**src/rtl/jtag_tap_param.sv**
```systemverilog
// IEEE 1149.1 TAP controller with configurable IR length and opcodes.
// Provides IDCODE, BYPASS, a USER read/write data register and an ABORT strobe.
module jtag_tap_param #(
    parameter int                  IR_WIDTH     = 4,
    parameter logic [31:0]         IDCODE_VALUE = 32'h000FAF01,
    parameter int                  USER_WIDTH   = 8,
    parameter logic [IR_WIDTH-1:0] OP_IDCODE    = 4'b1110,
    parameter logic [IR_WIDTH-1:0] OP_BYPASS    = '1,
    parameter logic [IR_WIDTH-1:0] OP_USER      = 4'b1010,
    parameter logic [IR_WIDTH-1:0] OP_ABORT     = 4'b1000
) (
    input  logic                  clk_tck,
    input  logic                  trst_n,
    input  logic                  tms,
    input  logic                  tdi,
    input  logic                  enable,
    output logic                  tdo,
    output logic                  tdo_en,
    output logic [IR_WIDTH-1:0]   ir_value,
    output logic [3:0]            tap_state,
    input  logic [USER_WIDTH-1:0] user_in,
    output logic [USER_WIDTH-1:0] user_out,
    output logic                  user_update,
    output logic                  abort_pulse
);

    typedef enum logic [3:0] {
        TLR = 4'd0,  RTI = 4'd1,  SEL_DR = 4'd2,  CAP_DR = 4'd3,
        SH_DR = 4'd4, EX1_DR = 4'd5, PAU_DR = 4'd6, EX2_DR = 4'd7,
        UPD_DR = 4'd8, SEL_IR = 4'd9, CAP_IR = 4'd10, SH_IR = 4'd11,
        EX1_IR = 4'd12, PAU_IR = 4'd13, EX2_IR = 4'd14, UPD_IR = 4'd15
    } tap_state_t;

    tap_state_t            r_state, w_next;
    logic [IR_WIDTH-1:0]   r_ir, r_ir_sr;
    logic [31:0]           r_id_sr;
    logic [USER_WIDTH-1:0] r_user_sr, r_user_out, w_user_shift;
    logic                  r_byp_sr;
    logic                  r_user_update, r_abort, r_tdo, r_tdo_en;

    logic w_cap_ir, w_sh_ir, w_cap_dr, w_sh_dr, w_enter_upd_ir, w_enter_upd_dr;
    logic w_enter_tlr, w_shifting, w_tdo_bit;
    logic w_sel_id, w_sel_user, w_sel_abort;

    always_ff @(posedge clk_tck or negedge trst_n) begin
        if (!trst_n) r_state <= TLR;
        else         r_state <= w_next;
    end

    always_comb begin
        w_next = r_state;
        if (!enable) begin
            w_next = TLR;
        end else begin
            case (r_state)
                TLR:    w_next = tms ? TLR    : RTI;
                RTI:    w_next = tms ? SEL_DR : RTI;
                SEL_DR: w_next = tms ? SEL_IR : CAP_DR;
                CAP_DR: w_next = tms ? EX1_DR : SH_DR;
                SH_DR:  w_next = tms ? EX1_DR : SH_DR;
                EX1_DR: w_next = tms ? UPD_DR : PAU_DR;
                PAU_DR: w_next = tms ? EX2_DR : PAU_DR;
                EX2_DR: w_next = tms ? UPD_DR : SH_DR;
                UPD_DR: w_next = tms ? SEL_DR : RTI;
                SEL_IR: w_next = tms ? TLR    : CAP_IR;
                CAP_IR: w_next = tms ? EX1_IR : SH_IR;
                SH_IR:  w_next = tms ? EX1_IR : SH_IR;
                EX1_IR: w_next = tms ? UPD_IR : PAU_IR;
                PAU_IR: w_next = tms ? EX2_IR : PAU_IR;
                EX2_IR: w_next = tms ? UPD_IR : SH_IR;
                UPD_IR: w_next = tms ? SEL_DR : RTI;
            endcase
        end
    end

    // Unknown opcodes fall through to the 1-bit bypass register.
    assign w_sel_id    = (r_ir == OP_IDCODE);
    assign w_sel_user  = !w_sel_id && (r_ir == OP_USER);
    assign w_sel_abort = !w_sel_id && !w_sel_user && (r_ir == OP_ABORT);

    always_comb begin
        w_cap_ir       = enable && (r_state == CAP_IR);
        w_sh_ir        = enable && (r_state == SH_IR);
        w_cap_dr       = enable && (r_state == CAP_DR);
        w_sh_dr        = enable && (r_state == SH_DR);
        w_enter_upd_ir = (w_next == UPD_IR);
        w_enter_upd_dr = (w_next == UPD_DR);
        w_enter_tlr    = (w_next == TLR);
        w_shifting     = (r_state == SH_DR) || (r_state == SH_IR);
        w_tdo_bit      = 1'b0;
        if (r_state == SH_IR)
            w_tdo_bit = r_ir_sr[0];
        else if (r_state == SH_DR)
            w_tdo_bit = w_sel_id ? r_id_sr[0] : (w_sel_user ? r_user_sr[0] : r_byp_sr);
    end

    generate
        if (USER_WIDTH == 1) begin : g_user1
            assign w_user_shift = tdi;
        end else begin : g_usern
            assign w_user_shift = {tdi, r_user_sr[USER_WIDTH-1:1]};
        end
    endgenerate

    always_ff @(posedge clk_tck or negedge trst_n) begin
        if (!trst_n) begin
            r_ir_sr <= '0;
            r_ir    <= OP_IDCODE;
        end else begin
            if (w_cap_ir)     r_ir_sr <= {{(IR_WIDTH-1){1'b0}}, 1'b1};
            else if (w_sh_ir) r_ir_sr <= {tdi, r_ir_sr[IR_WIDTH-1:1]};
            if (w_enter_tlr)         r_ir <= OP_IDCODE;
            else if (w_enter_upd_ir) r_ir <= r_ir_sr;
        end
    end

    always_ff @(posedge clk_tck or negedge trst_n) begin
        if (!trst_n) begin
            r_id_sr   <= '0;
            r_user_sr <= '0;
            r_byp_sr  <= 1'b0;
        end else if (w_cap_dr) begin
            if (w_sel_id)        r_id_sr   <= IDCODE_VALUE;
            else if (w_sel_user) r_user_sr <= user_in;
            else                 r_byp_sr  <= 1'b0;
        end else if (w_sh_dr) begin
            if (w_sel_id)        r_id_sr   <= {tdi, r_id_sr[31:1]};
            else if (w_sel_user) r_user_sr <= w_user_shift;
            else                 r_byp_sr  <= tdi;
        end
    end

    // Side effects fire on the edge entering Update-DR so they are visible during that state.
    always_ff @(posedge clk_tck or negedge trst_n) begin
        if (!trst_n) begin
            r_user_out    <= '0;
            r_user_update <= 1'b0;
            r_abort       <= 1'b0;
        end else begin
            r_user_update <= w_enter_upd_dr && w_sel_user;
            r_abort       <= w_enter_upd_dr && w_sel_abort;
            if (w_enter_upd_dr && w_sel_user) r_user_out <= r_user_sr;
        end
    end

    always_ff @(negedge clk_tck or negedge trst_n) begin
        if (!trst_n) begin
            r_tdo    <= 1'b0;
            r_tdo_en <= 1'b0;
        end else begin
            r_tdo    <= w_tdo_bit;
            r_tdo_en <= w_shifting;
        end
    end

    assign tdo         = r_tdo;
    assign tdo_en      = r_tdo_en;
    assign ir_value    = r_ir;
    assign tap_state   = r_state;
    assign user_out    = r_user_out;
    assign user_update = r_user_update;
    assign abort_pulse = r_abort;

endmodule

```
**config.mk**
```make
export PLATFORM = sky130hd
export DESIGN_NAME = jtag_tap_param
export DESIGN_NICKNAME = d
export VERILOG_FILES = /design/src/rtl/jtag_tap_param.sv
export SDC_FILE = /design/constraint.sdc
export NUM_CORES = 1
export LEC_CHECK = 0
export CAP_MARGIN = 20
export CORE_MARGIN = 5
export CORE_UTILIZATION = 31
export DETAILED_ROUTE_END_ITERATION = 10
export PLACE_DENSITY = 0.5
export SYNTH_ARGS = -nofsm -noshare
export SYNTH_HDL_FRONTEND = slang
export SYNTH_SLANG_ARGS = --single-unit
```
**constraint.sdc**
```tcl
create_clock -name clk_tck -period 2.2 [get_ports clk_tck]
set_clock_uncertainty 0.05 [all_clocks]
set_input_delay 0.22 -clock clk_tck [delete_from_list [all_inputs] [get_ports clk_tck]]
set_output_delay 0.22 -clock clk_tck [all_outputs]
set_load 0.02 [all_outputs]
```
# ---- After elaboration in Yosys (flattened, before gate mapping)
# Index checks and enable logic that the tools add are counted.
dict set report totals {
  regBits 65
  inputBits 13
  out_inout_bits 20
  wordCells 94
}
dict set report classes {
  n_eq_ne 20
  mux 38
  bitwise_logic 2
  n_reduce_logical 23
}
# op count
set ops {}
lappend ops {{32-bit 2-to-1 mux} 4}
lappend ops {{4-bit equality test (second input constant)} 13}
lappend ops {{8-bit 2-to-1 mux} 6}
lappend ops {{4-bit one-hot mux with 12 select lines} 1}
lappend ops {{4-bit 2-to-1 mux} 9}
lappend ops {{4-bit by 3-bit equality test with 1-bit output (second input constant)} 4}
lappend ops {{1-bit 2-to-1 mux} 13}
lappend ops {{1-bit logical AND} 9}
lappend ops {{4-bit by 2-bit equality test with 1-bit output (second input constant)} 2}
lappend ops {{4-bit zero test} 2}
lappend ops {{2-bit 2-to-1 mux} 3}
lappend ops {{3-bit 2-to-1 mux} 2}
lappend ops {{3-bit AND reduction} 2}
lappend ops {{2-bit nonzero test} 3}
lappend ops {{4-bit by 1-bit equality test with 1-bit output (second input constant)} 1}
lappend ops {{2-bit OR reduction} 2}
lappend ops {{3-bit OR reduction} 1}
lappend ops {{1-bit zero test} 2}
lappend ops {{1-bit inverter} 2}
lappend ops {{2-bit AND reduction} 1}
lappend ops {{1-bit logical OR} 1}

# ---- Depth between registers and ports, before layout
dict set report logic_depth {
  ltp_word 7
  ltp_mapped 7
  depth_no_buf 4
}

==> impl_results.md <==
* Synthesized Nets at 309
* TritonCTS Buffers at 9
* Clock transition at path regs at 70 ps
* First-pass iteration count of the detailed router at 4
* Dpl hpwl at 3980 um
* Core Region at 9240 um2
* Clock root cell: clkbuf_8
* H-tree Lvls at 3
* Die height at 107 um
* P_sw at 626 uW
* Clock power share at 34.3%
* Mapped Area at 2930 um2
* Syn avg cell area at 9.89 um2
* Total track usage at 11.3%
* Flop pwr share at 53.8%
* Distinct cells, synth at 38
* CTS tree: done
* Switching Fraction at 25.8%
* Synth Instances at 296
* Post-route ant nets at 0
* Die X at 107 um
* Maxcap violations at 0
* Final nets at 353
* Final Slew Violations at 0
* Via count at 2104
* Final wirelength at 5910 um
* Worst skew pair latency at 330 ps
* Crit-path slowest cell: dfstp_2
* WS Path Type: reg -> reg
* Slowest cell delay on critical path at 530 ps
* Clk buf depth at 2
* Row count at 35
* Post-route setup slack at -63.6 ps
* Worst path required time at 1210 ps
* Vias per cell at 4.44
* Finished Layout Cells at 474
* Initial antenna violation count at 0
* Hold Crit Class: in -> async
* Fraction of registers with async set/reset at 100%
* ANT cells at 0
* Lkg Pwr at 0.00158 uW
* Crit path cell chain: mux2i_1 -> nor2_1 -> a21oi_1 -> o21ai_1
* First-pass GRT wire length at 10300 um
* Ports at 33
* Dpl cells at 457
* Post-synth EDFFs at 0
* Failing checks: negative setup slack
* Crit path DAT at 1280 ps
* Layout area overhead at 25.8%
* Initial Util at 31.7%
* Largest net degree at the start of global routing at 59
* Gate power share at 11.8%
* Total die area at 11500 um2
* Max FO, Critical Path at 2
* Routability-driven placement congestion ratio at 0.732
* Initial DRC count at 74
* Layout cells sized above 1 at 16.2%
* Filler cell count at 944
* Synthesized flop and latch total at 65
* P per Cell Area at 658 nW/um2
* Grt ovf at 0
* CTS Sinks at 65
* P_int at 1800 uW
* YS warnings at 0
* Vias in the first global route at 2068
* Crit start category: flop
* Dpl ws at -129 ps
* Critical path endpoint category: flop
* Worst slew pin tran at 685 ps
* DR WL/cell at 12.5 um
* Peak VDD IR at 0.254 mV
* Drt drc at 0
* Relative slew slack at 54.3%
* RSZ-0062 raised after global routing: true
* IO Port Bufs at 32
* Final hold violation count at 0
* Status: finished, violations left
* Prevailing post-synth register cell: dfrtp_1
* Sequential share of the synthesized area at 55.7%
* Setup violators final at 1
what timing repair did:
item,in CTS,in global routing
gates resized for setup,12,0
setup endpoints to repair,3,3
cloned,0,0
hold endpoints to repair,9,0
pin swaps,1,0
hold buffers,1,0
buffers inserted,0,0
cell usage in the layout, fill, tap and decap left out, types with 3 or more instances in the layout:
cell	netlist	routed
clkdlybuf4s50_1	0	29
o21ai_0	47	45
nand3_1	4	4
nor2b_1	4	4
dfrtp_2	0	3
a21oi_1	4	4
clkbuf_8	0	9
mux2_4	8	8
nor2_1	13	13
clkbuf_1	6	4
o21ai_1	3	5
mux2i_1	12	12
dfstp_2	3	3
nand2b_1	8	7
buf_12	0	3
buf_4	3	17
inv_1	3	3
nand2_1	77	77
or3_1	3	3
dfrtp_1	60	57
synthesized netlist by cell type, types with 2 or more instances:
library cell | instances | area (um2)
nand2_1 | 77 | 289
dfrtp_1 | 60 | 1500
o21ai_0 | 47 | 235
nor2_1 | 13 | 48.8
mux2i_1 | 12 | 120
mux2_4 | 8 | 120
nand2b_1 | 8 | 50.1
buf_2 | 7 | 35.0
clkbuf_1 | 6 | 22.5
a21oi_1 | 4 | 20.0
nand3_1 | 4 | 20.0
nor2b_1 | 4 | 25.0
buf_4 | 3 | 22.5
dfstp_2 | 3 | 78.8
inv_1 | 3 | 11.3
nor3_1 | 3 | 15.0
o21ai_1 | 3 | 15.0
or3_1 | 3 | 18.8
a21boi_0 | 2 | 15.0
and3b_1 | 2 | 17.5
clkbuf_2 | 2 | 10.0
dfrtn_1 | 2 | 50.1
nor3b_2 | 2 | 25.0
o2111ai_2 | 2 | 30.0
o211ai_1 | 2 | 15.0
xor2_1 | 2 | 17.5
critical path, delay by kind of cell (launching register included):
family | cells | cell delay [ps]
AND/OR/NAND/NOR | 1 | 50
flip-flops | 1 | 530
AO/OA/AOI/OAI | 2 | 190
multiplexers | 1 | 180
power by group through the flow:
stage               registers, uW  clock network, uW  logic [uW]
finish                       1300                831         287
global route                 1310                935         330
CTS                          1300                871         294
detailed placement           1330                  0         291
global placement             1320                  0         288
floorplan                    1320                  0         172
final cells by class:
| class | count | area [um2] | area share, % |
|---|---|---|---|
| flip-flops and latches | 65 | 1630 | 44.4 |
| well taps | 129 | 161 | 4.38 |
| repair buffers | 53 | 515 | 14.0 |
| clock buffers | 13 | 139 | 3.77 |
| clock inverters | 3 | 17.5 | 0.476 |
| multi-input cells | 208 | 1200 | 32.7 |
| inverters | 3 | 11.3 | 0.306 |
routing by layer:
layer  wire [um]  vias to the layer above  track usage (%)
met4          50                        0             3.84
met5           0                        -                0
li1            -                     1084                -
met2        2460                       27             15.4
met1        3160                      989             16.7
met3         241                        4             3.37
metrics by stage:
| stage | total power, uW | setup TNS, ps | hold WS [ps] | utilization [%] | cell area (um2) |
|---|---|---|---|---|---|
| 2_1_floorplan | 1500 | -198 | -126 | - | 2960 |
| 3_3_place_gp | 1610 | -310 | 70.4 | 38.0 | 3510 |
| 3_5_place_dp | 1620 | -325 | 73.9 | 38.0 | 3510 |
| 4_1_cts | 2470 | -122 | 238 | 39.9 | 3680 |
| 5_1_grt | 2580 | -227 | 278 | 39.9 | 3680 |
| 6_report | 2420 | -63.6 | 255 | 39.9 | 3680 |
logic make-up (layout without fill, tap and decap cells):
family / Yosys count / count (layout) / synth area share, %
and+or+nand+nor: 119 / 119 / 18.3
AOI/OAI and AO/OA: 67 / 67 / 13.3
DFF: 65 / 65 / 55.7
buffers and inverters: 23 / 72 / 3.98
muxes: 20 / 20 / 8.21
xor gates and xnor gates: 2 / 2 / 0.599
flip-flops by register name, summed over array words and instances (netlist names):
| name | flops |
|---|---|
| r_user_sr | 8 |
| abort_pulse | 1 |
| user_update | 1 |
| user_out | 8 |
| r_byp_sr | 1 |
| r_id_sr | 32 |
| r_ir_sr | 4 |
| ir_value | 4 |
| tdo | 1 |
| tap_state | 4 |
| tdo_en | 1 |
path summary, 6_finish.rpt:
| kind | from | to | slack [ps] | depth (start not counted) |
|---|---|---|---|---|
| worst min-delay path | trst_n | r_ir_sr[2]$_DFFE_PN0P_ | 260 | 2 |
| worst min register to register | r_id_sr[23]$_DFFE_PN0P_ | r_id_sr[23]$_DFFE_PN0P_ | 430 | 2 |
| min in group clk_tck | r_id_sr[23]$_DFFE_PN0P_ | r_id_sr[23]$_DFFE_PN0P_ | 430 | 2 |
| worst max register to register | ir_value[2]$_DFFE_PN1P_ | tdo$_DFF_NN0_ | -60 | 4 |
| worst max-delay path | ir_value[2]$_DFFE_PN1P_ | tdo$_DFF_NN0_ | -60 | 4 |
| max in group asynchronous | trst_n | tdo_en$_DFF_NN0_ | 590 | 2 |
(Power assumes the default switching activity.)
